<file path="config.mk">
export PLATFORM = sky130hd
export DESIGN_NAME = mac_share_arbiter_flat
export DESIGN_NICKNAME = d
export VERILOG_FILES = /design/src/rtl/mac_share_arbiter_if.sv /design/src/rtl/mac_share_arbiter.sv /design/src/flat_wrapper.sv
export SDC_FILE = /design/constraint.sdc
export NUM_CORES = 1
export LEC_CHECK = 0
export ABC_AREA = 1
export BUFFER_PORTS_ARGS = -buffer_cell sky130_fd_sc_hd__buf_2
export CAP_MARGIN = 20
export CORE_MARGIN = 2
export CORE_UTILIZATION = 60
export DETAILED_ROUTE_END_ITERATION = 10
export GPL_TIMING_DRIVEN = 0
export PLACE_DENSITY = 0.89
export SETUP_SLACK_MARGIN = 0.5
export SLEW_MARGIN = 20
export SYNTH_ARGS = -nofsm -noshare
export SYNTH_HDL_FRONTEND = slang
export SYNTH_SLANG_ARGS = --single-unit
export TNS_END_PERCENT = 100
</file>
<file path="constraint.sdc">
create_clock -name clk -period 7.3 [get_ports clk]
set_input_delay 1.46 -clock clk [delete_from_list [all_inputs] [get_ports clk]]
set_output_delay 1.46 -clock clk [all_outputs]
set_load 0.01 [all_outputs]
</file>
<file path="src/rtl/mac_share_arbiter_if.sv">
// Request/grant bundle between the MAC datapath arbiter (slave) and its requesters (master).
// "rel" carries the per-requester end-of-transaction strobe ("release" is a reserved word).
interface mac_share_arbiter_if #(
  parameter int unsigned NUM_REQ = 5,
  parameter int unsigned IDW     = $clog2(NUM_REQ)
);
  logic [NUM_REQ-1:0] req;
  logic [NUM_REQ-1:0] rel;
  logic [NUM_REQ-1:0] grant;
  logic               grant_valid;
  logic [IDW-1:0]     grant_id;
  logic               grant_start;
  logic               timeout_err;

  modport slave (
    input  req, rel,
    output grant, grant_valid, grant_id, grant_start, timeout_err
  );

  modport master (
    output req, rel,
    input  grant, grant_valid, grant_id, grant_start, timeout_err
  );
endinterface

</file>
<file path="src/rtl/mac_share_arbiter.sv">
// Round-robin, transaction-locking arbiter for the shared MAC datapath, with a one-cycle drain gap.
// Define MAC_ARB_TIMEOUT_EN to enable the watchdog that revokes a grant held for TIMEOUT cycles.
module mac_share_arbiter #(
  parameter int unsigned NUM_REQ = 5,
  parameter int unsigned TIMEOUT = 64,
  parameter int unsigned IDW     = $clog2(NUM_REQ)
) (
  input  logic                clk,
  input  logic                reset,
  mac_share_arbiter_if.slave  bus
);

  typedef enum logic [1:0] {
    S_IDLE = 2'd0,
    S_OWN  = 2'd1,
    S_GAP  = 2'd2
  } state_t;

  if (NUM_REQ < 2 || NUM_REQ > 16 || TIMEOUT < 2) begin : g_bad_param
    $error("mac_share_arbiter: NUM_REQ must be 2..16 and TIMEOUT >= 2");
  end

  state_t             r_state, w_state_nxt;
  logic [NUM_REQ-1:0] r_grant, w_grant_nxt;
  logic [IDW-1:0]     r_grant_id, w_grant_id_nxt;
  logic               r_valid, w_valid_nxt;
  logic               r_start, w_start_nxt;
  logic               r_terr, w_terr_nxt;
  logic [IDW-1:0]     r_last, w_last_nxt;

  logic               w_found;
  logic [IDW-1:0]     w_win;
  logic               w_end;
  logic               w_expire;

  // Rotating search: first requester after the last winner, wrapping.
  always_comb begin
    w_found = 1'b0;
    w_win   = '0;
    for (int unsigned k = 1; k <= NUM_REQ; k++) begin
      int unsigned idx;
      idx = (32'(r_last) + k) % NUM_REQ;
      if (!w_found && bus.req[idx]) begin
        w_found = 1'b1;
        w_win   = IDW'(idx);
      end
    end
  end

  // Only the owner's release/request bits can end a transaction.
  assign w_end = bus.rel[r_grant_id] | ~bus.req[r_grant_id];

`ifdef MAC_ARB_TIMEOUT_EN
  localparam int unsigned CW = $clog2(TIMEOUT);

  logic [CW-1:0] r_cnt, w_cnt_nxt;

  assign w_expire = (r_state == S_OWN) && (r_cnt == CW'(TIMEOUT - 1));

  // Hold counter stops at TIMEOUT-1, where the grant is revoked, so it never wraps.
  always_comb begin
    w_cnt_nxt = r_cnt;
    if (r_state == S_IDLE && w_found) begin
      w_cnt_nxt = '0;
    end else if (r_state == S_OWN && !w_end && !w_expire) begin
      w_cnt_nxt = r_cnt + CW'(1);
    end
  end

  always_ff @(posedge clk) begin
    if (reset) begin
      r_cnt <= '0;
    end else begin
      r_cnt <= w_cnt_nxt;
    end
  end
`else
  assign w_expire = 1'b0;
`endif

  // Next-state and next-output logic; every output leaves through a register.
  always_comb begin
    w_state_nxt    = r_state;
    w_grant_nxt    = r_grant;
    w_grant_id_nxt = r_grant_id;
    w_valid_nxt    = r_valid;
    w_start_nxt    = 1'b0;
    w_terr_nxt     = 1'b0;
    w_last_nxt     = r_last;
    case (r_state)
      S_IDLE: begin
        if (w_found) begin
          w_state_nxt    = S_OWN;
          w_grant_nxt    = NUM_REQ'(1) << w_win;
          w_grant_id_nxt = w_win;
          w_valid_nxt    = 1'b1;
          w_start_nxt    = 1'b1;
          w_last_nxt     = w_win;
        end
      end
      S_OWN: begin
        if (w_end || w_expire) begin
          w_state_nxt    = S_GAP;
          w_grant_nxt    = '0;
          w_grant_id_nxt = '0;
          w_valid_nxt    = 1'b0;
          w_terr_nxt     = w_expire & ~w_end;
        end
      end
      S_GAP: begin
        w_state_nxt = S_IDLE;
      end
      default: begin
        w_state_nxt    = S_IDLE;
        w_grant_nxt    = '0;
        w_grant_id_nxt = '0;
        w_valid_nxt    = 1'b0;
      end
    endcase
  end

  always_ff @(posedge clk) begin
    if (reset) begin
      r_state    <= S_IDLE;
      r_grant    <= '0;
      r_grant_id <= '0;
      r_valid    <= 1'b0;
      r_start    <= 1'b0;
      r_terr     <= 1'b0;
      r_last     <= IDW'(NUM_REQ - 1);
    end else begin
      r_state    <= w_state_nxt;
      r_grant    <= w_grant_nxt;
      r_grant_id <= w_grant_id_nxt;
      r_valid    <= w_valid_nxt;
      r_start    <= w_start_nxt;
      r_terr     <= w_terr_nxt;
      r_last     <= w_last_nxt;
    end
  end

  assign bus.grant       = r_grant;
  assign bus.grant_valid = r_valid;
  assign bus.grant_id    = r_grant_id;
  assign bus.grant_start = r_start;
  assign bus.timeout_err = r_terr;

endmodule
</file>
<file path="src/flat_wrapper.sv">
// flat-port wrapper written by rule: the top's interface ports become plain ports
module mac_share_arbiter_flat 
#(
  parameter int unsigned NUM_REQ = 5,
  parameter int unsigned TIMEOUT = 64,
  parameter int unsigned IDW     = $clog2(NUM_REQ)
)
  (clk, reset, bus_req, bus_rel, bus_grant, bus_grant_valid, bus_grant_id, bus_grant_start, bus_timeout_err);
  mac_share_arbiter_if #(.NUM_REQ(NUM_REQ), .IDW(IDW)) bus_i ();
  input  logic clk;
  input  logic reset;
  input wire logic [$bits(bus_i.req)-1:0] bus_req;
  input wire logic [$bits(bus_i.rel)-1:0] bus_rel;
  output wire logic [$bits(bus_i.grant)-1:0] bus_grant;
  output wire logic [$bits(bus_i.grant_valid)-1:0] bus_grant_valid;
  output wire logic [$bits(bus_i.grant_id)-1:0] bus_grant_id;
  output wire logic [$bits(bus_i.grant_start)-1:0] bus_grant_start;
  output wire logic [$bits(bus_i.timeout_err)-1:0] bus_timeout_err;
  assign bus_i.req = bus_req;
  assign bus_i.rel = bus_rel;
  assign bus_grant = bus_i.grant;
  assign bus_grant_valid = bus_i.grant_valid;
  assign bus_grant_id = bus_i.grant_id;
  assign bus_grant_start = bus_i.grant_start;
  assign bus_timeout_err = bus_i.timeout_err;
  mac_share_arbiter #(.NUM_REQ(NUM_REQ), .TIMEOUT(TIMEOUT), .IDW(IDW)) u_core (.clk(clk), .reset(reset), .bus(bus_i));
endmodule
</file>
After elaboration in Yosys (flattened, before gate mapping). Index checks and enable logic that the tools add are counted.

Word-level logic and storage cells: 81. Register bits: 15. Input port bits: 12. Output and inout bits: 11.

Muxes and demuxes: 37. Magnitude comparators: 6. Add/subtract/negate cells: 5. Shifts and indexed selects: 1. Reductions and logical operators: 13. Div/mod/pow operators: 5. Eq/ne operators: 4. Bitwise gates (word level): 4.

Operators by type and width (count): $lt A32 B4 Y1 const B (5); $mod A32 B3 Y32 const B (5); $bmux W1 S3 (7); $mux W3 (7); $mux W1 (15); $pmux W5 S3 (1); $mux W5 (2); $pmux W3 S3 (1); $add A3 B2 Y4 const B (2); $add A3 B3 Y4 const B (2); $shl A1 B3 Y5 const A (1); $add A3 B1 Y4 const B (1); $logic_and A1 B1 Y1 (4); $logic_not A1 Y1 (4); $lt A3 B4 Y1 const B (1); $mux W2 (2); $ne A2 B1 Y1 const B (2); $pmux W2 S2 (1); $reduce_and A2 Y1 (2); $not A1 Y1 (3); $pmux W1 S3 (1); $reduce_and A3 Y1 (1); $eq A2 B1 Y1 const B (1); $eq A2 B2 Y1 const B (1); other kinds (3) (3).

Longest topological paths before layout. Gate-level depths: netlist of the first run.

Depth after elaboration: 20. Depth in mapped cells: 30. Gate-level depth less buffers: 30.

Worst setup path after synthesis of the first run. OpenSTA, ideal clock, no wires.

Path kind: reg-to-reg. Start point: register u_core.r_last[1]. End point: register u_core.r_last[1]. Stages on the path, launching flop included: 26. Required time: 7244 ps. Data arrival time: 3133 ps. Path buffers: 1. Slack: 4111 ps. Library setup time: 56 ps. Clock period less this slack: 3189 ps. Cell sequence: dfxtp_1 -> inv_2 -> ha_1 -> buf_2 -> inv_1 -> ha_1 -> nor2_1 -> nand3_2 -> nand2_2 -> nand2_1 -> and2_1 -> nand3_1 -> nand2_1 -> nand2_1 -> nand3_1 -> nand3_1 -> inv_2 -> nor2_4 -> nand3_2 -> nor2_1 -> inv_1 -> nand2_2 -> nand2_1 -> o21ai_2 -> nand2_1 -> inv_1.

Word-level cells in the longest chain between the ends: 18. Elaborated cells between the ends (all ways): 39. Classes of those cells: 5 x add/sub; 5 x div; 20 x mux; 9 x reduce/logical.

RTL lines: from (decl) (RTL line mac_share_arbiter.sv:29) `logic [IDW-1:0] r_last, w_last_nxt;`; from (signal assigned) (RTL line mac_share_arbiter.sv:130) `r_last <= IDW'(NUM_REQ - 1);`; from (signal assigned) (RTL line mac_share_arbiter.sv:138) `r_last <= w_last_nxt;`; $add A3 B1 Y4 (RTL line mac_share_arbiter.sv:42) `idx = (32'(r_last) + k) % NUM_REQ;`; $mod A32 B3 Y32 (RTL line mac_share_arbiter.sv:42); $bmux W1 S3 (RTL line mac_share_arbiter.sv:43) `if (!w_found && bus.req[idx]) begin`; $mux W1 (not written as such) (RTL line mac_share_arbiter.sv:43); $mux W1 (RTL line mac_share_arbiter.sv:43); $logic_not A1 Y1 (RTL line mac_share_arbiter.sv:43); $logic_and A1 B1 Y1 (RTL line mac_share_arbiter.sv:43); $mux W1 (RTL line mac_share_arbiter.sv:43); (+2 left out); $mux W1 (RTL line mac_share_arbiter.sv:43); $logic_not A1 Y1 (RTL line mac_share_arbiter.sv:43); $logic_and A1 B1 Y1 (RTL line mac_share_arbiter.sv:43); $mux W1 (RTL line mac_share_arbiter.sv:43); $logic_not A1 Y1 (RTL line mac_share_arbiter.sv:43); $logic_and A1 B1 Y1 (RTL line mac_share_arbiter.sv:43); $mux W1 (RTL line mac_share_arbiter.sv:43); $reduce_and A2 Y1 (no line).

Parallel ways exist; a longest one is shown, timed or not. The select of a mux whose other input is x is not followed. A chain may end at the register's enable or synchronous reset.

Final worst setup path of the first run.
Start point: register u_core.r_last[1]. End point: register u_core.r_grant_id[0], in the netlist u_core.bus.grant_id[0].

Word-level cells in the longest chain between the ends: 19. Elaborated cells between the ends (all ways): 42. Classes of those cells: 5 x add/sub; 5 x div; 1 x eq/ne; 22 x mux; 9 x reduce/logical.

RTL lines: $add A3 B1 Y4 (RTL line mac_share_arbiter.sv:42); $mod A32 B3 Y32 (RTL line mac_share_arbiter.sv:42); $bmux W1 S3 (RTL line mac_share_arbiter.sv:43); $mux W1 (not written as such) (RTL line mac_share_arbiter.sv:43); $mux W1 (RTL line mac_share_arbiter.sv:43); $logic_not A1 Y1 (RTL line mac_share_arbiter.sv:43); $logic_and A1 B1 Y1 (RTL line mac_share_arbiter.sv:43); $mux W1 (RTL line mac_share_arbiter.sv:43); (+3 left out); $logic_not A1 Y1 (RTL line mac_share_arbiter.sv:43); $logic_and A1 B1 Y1 (RTL line mac_share_arbiter.sv:43); $mux W1 (RTL line mac_share_arbiter.sv:43); $logic_not A1 Y1 (RTL line mac_share_arbiter.sv:43); $logic_and A1 B1 Y1 (RTL line mac_share_arbiter.sv:43); $mux W3 or $mux W1 (tied branches) (RTL line mac_share_arbiter.sv:43); $mux W3 or $ne A2 B1 Y1 (tied branches); $pmux W3 S3 or $reduce_and A3 Y1 (tied branches); to (signal assigned) (RTL line mac_share_arbiter.sv:134) `r_grant_id <= w_grant_id_nxt;`; to (decl) (RTL line mac_share_arbiter.sv:25) `logic [IDW-1:0] r_grant_id, w_grant_id_nxt;`.

Parallel ways exist; a longest one is shown, timed or not. The select of a mux whose other input is x is not followed.

==> key figures, run 1 <==
CTS
  • CTS clk-pin slew, worst paths: 0.08 ns
  • H-tree lvl count: 1
  • CTS max path bufs: 2
  • Clock Sinks: 15
  • CTS Hold Bufs: 0
  • CTS Root Cell: clkbuf_4
  • CTS Buf Count: 3
  • Post-cts resize count: 0
  • Worst skew pair latency: 0.28 ns
  • CTS tree: done
  • Post-CTS setup buffer count: 0

Logic synthesis
  • Synth Instances: 364
  • Main flop type after synthesis: dfxtp_1
  • Async S/R FF share, synth: 0%
  • Area contributors post-synth: nand2_1, dfxtp_1, ha_1, nand3_1, inv_1
  • Mean Syn Cell Area: 5.837 um2
  • Mapped Nets: 399
  • Proportion of netlist area held by the largest area contributor: 20.32%
  • Synth warnings: 0
  • Yosys reg bits: 15
  • Count of cell types in the netlist: 33
  • Number of synthesized flops with an enable pin: 0
  • Dominant cell type by area after synthesis: nand2_1
  • Seq/Total Area, Yosys: 14.13%
  • Synth Cell Area: 0.002125 mm2

Place
  • Buffers on Ports: 21
  • Inst Count DP: 431
  • Placed Area: 0.002287 mm2
  • DPL Wire Length: 4180 um
  • Routability cong.: 0.9296

Timing
  • Final min period: 3.870 ns
  • Final hold vios: 0
  • Peak Freq: 0.2584 GHz
  • Min Hold Slack: 0.4703 ns
  • Tcrit/Tclk final: 53.02%
  • Worst slew pin tran: 0.7823 ns
  • Max transition margin: 47.18%
  • RSZ-0062 raised after global routing: false
  • Total Neg Setup Slack: 0 ns
  • # setup viols final: 0
  • Clock Skews: 0.005020 ns
  • Slew Viols, Final: 0

Cells and area
  • Number of antenna diodes: 0
  • Share of layout cells above drive strength 1: 14.91%
  • Final instance area: 0.002313 mm2
  • Nets@finish: 425
  • Area grow syn2layout: 8.893%
  • Most frequent cells in the layout: nand2_1, nand3_1, inv_1
  • # fillers: 327
  • Final cell count without fillers: 435
  • Commonest non-fill, non-tap cell in the layout: nand2_1

Min path
  • Hold_sp: u_core.bus.grant[2]
  • Worst Hold Class: flop to flop

Routing
  • DR DRC count: 0
  • Routed WL: 4925 um
  • Via count: 2347
  • Via density per instance: 5.395
  • First-pass detailed-route iteration total: 4
  • Post-route ant nets: 0
  • Drt wl/cell: 11.32 um
  • DRT iter0 DRCs: 172

Global routing
  • Largest net degree at the start of global routing: 11
  • Vias in the first global route: 2195
  • Initial antenna violation count: 0
  • First-pass GRT wire length: 8894 um
  • Total GRT Usage: 26.48%
  • Global route total overflow: 0

Die
  • Die span in x: 63.51 um
  • Die ar.: 0.004033 mm2
  • I/O pin count: 23
  • Area of the core: 0.003363 mm2
  • Starting Density: 63.17%
  • Row count: 21
  • Chip height: 63.51 um

Critical path
  • Crit path launch: u_core.r_last[1]
  • CP Capture Type: flop
  • Peak fanout along the critical path: 10
  • Crit Reg-Reg Startpoint: u_core.r_last[1]
  • CP Launch Type: flop
  • Worst EP required: 7.51 ns
  • WS Path Type: flop to flop
  • Worst EP arrival: 4.08 ns

Job
  • Max-cap viol count: 0

Status
  • Outcome: finished, final reports clean
==> Yosys cell counts, types with 2 or more instances <==
cell	n
buf_2	2
inv_2	9
nand2_1	115
nor2_1	18
a21oi_1	18
ha_1	23
o21ai_1	5
o311ai_0	2
clkbuf_1	2
nand3_1	55
inv_1	46
o21ai_0	7
xor2_1	3
nand2_2	9
dfxtp_1	15
nand4_1	9
nand3b_1	3
nand3_2	8
==> per-stage QoR <==
stage          worst slack (ns)  utilization (%)
3_3_place_gp              3.559            68.01
6_report                  3.430            68.79
3_5_place_dp              3.436            68.01
2_1_floorplan             4.111                -
5_1_grt                   2.954            68.79
4_1_cts                   3.417            68.79
==> area by class of cell <==
type                            instances  area [um2]  area share, %
Multi-Input combinational cell        288        1589          68.69
Sequential cell                        15       300.3          12.98
Tap cell                               46       57.56          2.488
Timing Repair Buffer                   21       105.1          4.543
Inverter                               56       210.2          9.086
Buffer                                  5       25.02          1.082
Clock buffer                            4       26.28          1.136
==> sequential cells by signal (all words and copies together), names as in the netlist <==
signal / flops
u_core.bus.grant_start: 1
u_core.bus.grant: 5
u_core.bus.grant_id: 3
u_core.bus.grant_valid: 1
u_core.r_state: 2
u_core.r_last: 3
==> logic make-up after synthesis <==
family | count (synthesis) | synth area share (%)
AO/OA/AOI/OAI | 37 | 10.07
XOR/XNOR | 5 | 2.768
adder cells (fa/ha/maj) | 23 | 13.55
buffers and inverters | 61 | 11.07
flip-flops | 15 | 14.13
other | 1 | 0.1765
AND/OR/NAND/NOR | 222 | 48.23
==> worst max-delay path, cell delays in order (launching register included) <==
cell and delay (ns):
dfxtp_1 0.59, inv_2 0.15, ha_1 0.38, buf_2 0.25, inv_1 0.19, ha_1 0.24
nor2_1 0.12, nand3_2 0.13, nand3_1 0.12, nand3_2 0.09, nand2_2 0.09, nand2_1 0.07
nand2_1 0.06, nand2_1 0.11, nor2_1 0.11, nand3_1 0.08, nand3_1 0.13, inv_2 0.08
nor2_4 0.16, nand3_2 0.08, nor2_1 0.14, inv_1 0.05, nand2_1 0.11, nand2_1 0.09
a21oi_1 0.15
==> worst paths after layout <==
path	slack (ns)	cells past startpoint	to
worst max-delay path	3.43	24	u_core.bus.grant_id[0]
worst min-delay path	0.47	2	u_core.bus.grant[2]
worst max register to register	3.43	24	u_core.bus.grant_id[0]
worst min register to register	0.47	2	u_core.bus.grant[2]
==> per-layer routing <==
metal	vias up	share of wire, %	GRT usage, %
met5	-	0	0
met4	0	0.49	9.783
met3	2	5.2	1.964
met2	67	48	47.89
met1	1040	46	32.50
li1	1238	-	-
Power of run 1 is left out: the tool's default activity adds up to more than one toggle a clock period on the data nets, which glitch-free logic cannot reach.
==> run 2, diff against run 1 <==
--- a/config.mk
+++ b/config.mk
@@ -9,10 +9,10 @@
 export BUFFER_PORTS_ARGS = -buffer_cell sky130_fd_sc_hd__buf_2
 export CAP_MARGIN = 20
 export CORE_MARGIN = 2
-export CORE_UTILIZATION = 60
+export CORE_UTILIZATION = 54
 export DETAILED_ROUTE_END_ITERATION = 10
 export GPL_TIMING_DRIVEN = 0
-export PLACE_DENSITY = 0.89
+export PLACE_DENSITY = 0.85
 export SETUP_SLACK_MARGIN = 0.5
 export SLEW_MARGIN = 20
 export SYNTH_ARGS = -nofsm -noshare
==> constraint.sdc (replaced) <==
create_clock -name clk -period 3.3 [get_ports clk]
set_input_delay 0.66 -clock clk [delete_from_list [all_inputs] [get_ports clk]]
set_output_delay 0.66 -clock clk [all_outputs]
set_load 0.01 [all_outputs]
==> key figures, run 2 (synthesis gave the netlist of run 1 again) <==
Min path
  • Worst Hold Class: flop to flop
  • Min-Delay Endpoint: u_core.bus.grant[2]
  • Hold path depth: 2
  • Hold_sp: u_core.bus.grant[2]

Critical path
  • WS Path Type: flop to flop
  • Crit Reg-Reg Startpoint: u_core.r_last[0]
  • CP Capture Type: flop
  • RR Endpoint: u_core.bus.grant_id[0]
  • Reg2reg setup slack: -0.06 ns
  • Worst EP required: 3.41 ns
  • Peak fanout along the critical path: 5
  • R2R depth: 23
  • CP Launch Type: flop
  • Worst EP arrival: 3.48 ns

Routing
  • DR DRC count: 1
  • First-pass detailed-route iteration total: 9
  • Routed WL: 8441 um
  • Post-route ant nets: 0
  • DRT iter0 DRCs: 362
  • Via density per instance: 6.206
  • Via count: 2923
  • Drt wl/cell: 17.92 um

Timing
  • Worst slew pin tran: 1.371 ns
  • Total Neg Setup Slack: -0.4821 ns
  • Tcrit/Tclk final: 102.0%
  • Final min period: 3.365 ns
  • RSZ-0062 raised after global routing: true
  • # setup viols final: 10
  • Final hold vios: 0
  • Slew Viols, Final: 0
  • Peak Freq: 0.2972 GHz
  • Max transition margin: 7.420%
  • Clock Skews: 0.004122 ns
  • Worst setup margin: -0.06485 ns

Global routing
  • Gr busiest metal: met2
  • GR met1 Demand/Resource: 35.25%
  • Largest net degree at the start of global routing: 11
  • Vias in the first global route: 2432
  • Global route total overflow: 0
  • GR Util met2: 53.00%
  • Total GRT Usage: 29.38%
  • First-pass GRT wire length: 10250 um
  • Initial antenna violation count: 0
  • GR Layer Usage met3: 1.689%

Die
  • Starting Density: 57.17%
  • Row count: 22
  • Die ar.: 0.004452 mm2
  • I/O pin count: 23
  • Die span in x: 66.73 um
  • Area of the core: 0.003716 mm2
  • Chip height: 66.73 um

CTS
  • H-tree lvl count: 1
  • CTS max path bufs: 2
  • Worst skew pair latency: 0.25 ns
  • CTS Root Cell: clkbuf_8
  • CTS clk-pin slew, worst paths: 0.06 ns
  • Clock Sinks: 15
  • CTS tree: done
  • CTS Hold Bufs: 0
  • CTS Buf Count: 3

Cells and area
  • Nets@finish: 459
  • Share of layout cells above drive strength 1: 46.81%
  • Max FFs per register: 5
  • Number of antenna diodes: 0
  • Commonest non-fill, non-tap cell in the layout: nand2_1
  • Most frequent cells in the layout: nand2_1, nand3_1, inv_1
  • Area grow syn2layout: 52.00%

Place
  • DPL Wire Length: 4317 um
  • Buffers on Ports: 21
  • Routability cong.: 0.9532

Job
  • Max-cap viol count: 0

Status
  • Failing checks: DRC, setup timing
  • Outcome: finished, violations left
## run 2: cell count changes in the layout (fill, tap and decap cells not counted), moves of 6 or more
| cell | previous run | this run |
|---|---|---|
| nor2_1 | 18 | 12 |
| nand2_4 | 0 | 18 |
| nand3_2 | 8 | 22 |
| a21oi_1 | 18 | 9 |
| nand2_2 | 9 | 29 |
| a21oi_2 | 0 | 8 |
| inv_2 | 9 | 15 |
| buf_4 | 1 | 32 |
| inv_1 | 46 | 33 |
| ha_4 | 0 | 10 |
| ha_1 | 23 | 12 |
| nand2_1 | 115 | 77 |
| nand3_1 | 55 | 38 |
## run 2: how the worst max path moves through the flow
stage / start / end / cells past startpoint
detailed placement: u_core.r_last[0] / u_core.bus.grant_id[0] / 23
floorplan: u_core.r_last[1] / u_core.r_last[1] / 29
CTS: u_core.r_last[1] / u_core.r_last[0] / 26
global route: u_core.r_last[1] / u_core.bus.grant_id[0] / 25
finish: u_core.r_last[0] / u_core.bus.grant_id[0] / 23
global placement: u_core.r_last[1] / u_core.bus.grant[2] / 23
## run 2: final cells by class
| class | count | area [um2] |
|---|---|---|
| clock buffer | 4 | 45.04 |
| timing repair buffer | 54 | 369.1 |
| multi-input combinational | 289 | 2157 |
| inverter | 56 | 251.5 |
| fill | 207 | 486.7 |
| buffer | 5 | 35.03 |
| tap | 48 | 60.06 |
| sequential | 15 | 311.5 |
## run 2: metal layers
metal,vias up,part of all wire (%),routed length (um)
met1,1320,36,3037
li1,1304,-,-
met4,0,7.9,667
met3,79,8.5,714
met5,-,0,0
met2,220,48,4022
## run 2: metrics by stage
step,utilization [%],setup WS (ns),std cells,area [um2],hold WS [ns]
final,86.90,-0.06485,471,3229,0.4619
after global placement,65.62,0.1664,433,2439,0.4484
after global routing,86.90,-0.2202,471,3229,0.4788
after CTS,73.64,0.2598,454,2736,0.4627
after detailed placement,65.62,0.08356,433,2439,0.4531
after floorplan,-,0.4930,364,2273,0.4858
## run 2: repair_timing
item,4_1_cts,5_1_grt
gates resized for setup,34,90
pin swaps,33,48
setup buffers,17,16
cloned,0,1
endpoints found under the setup margin,15,15
endpoints found under the hold margin,0,0
## run 2: worst max-delay path: stages (launching register included)
cell	delay, ns
dfxtp_4	0.40
clkinv_8	0.08
ha_4	0.31
buf_8	0.12
clkinv_8	0.06
ha_1	0.20
inv_1	0.08
ha_1	0.24
inv_1	0.08
nand2_1	0.09
o21ai_4	0.18
nand2_2	0.11
nand2_2	0.10
nand2_4	0.06
inv_2	0.06
nand2_1	0.05
nand3_1	0.10
nand3b_1	0.12
nand2_2	0.14
inv_2	0.05
nand4_1	0.20
nand3_4	0.17
nand2_2	0.15
a21oi_2	0.06
Power of run 2 is left out for the same reason.
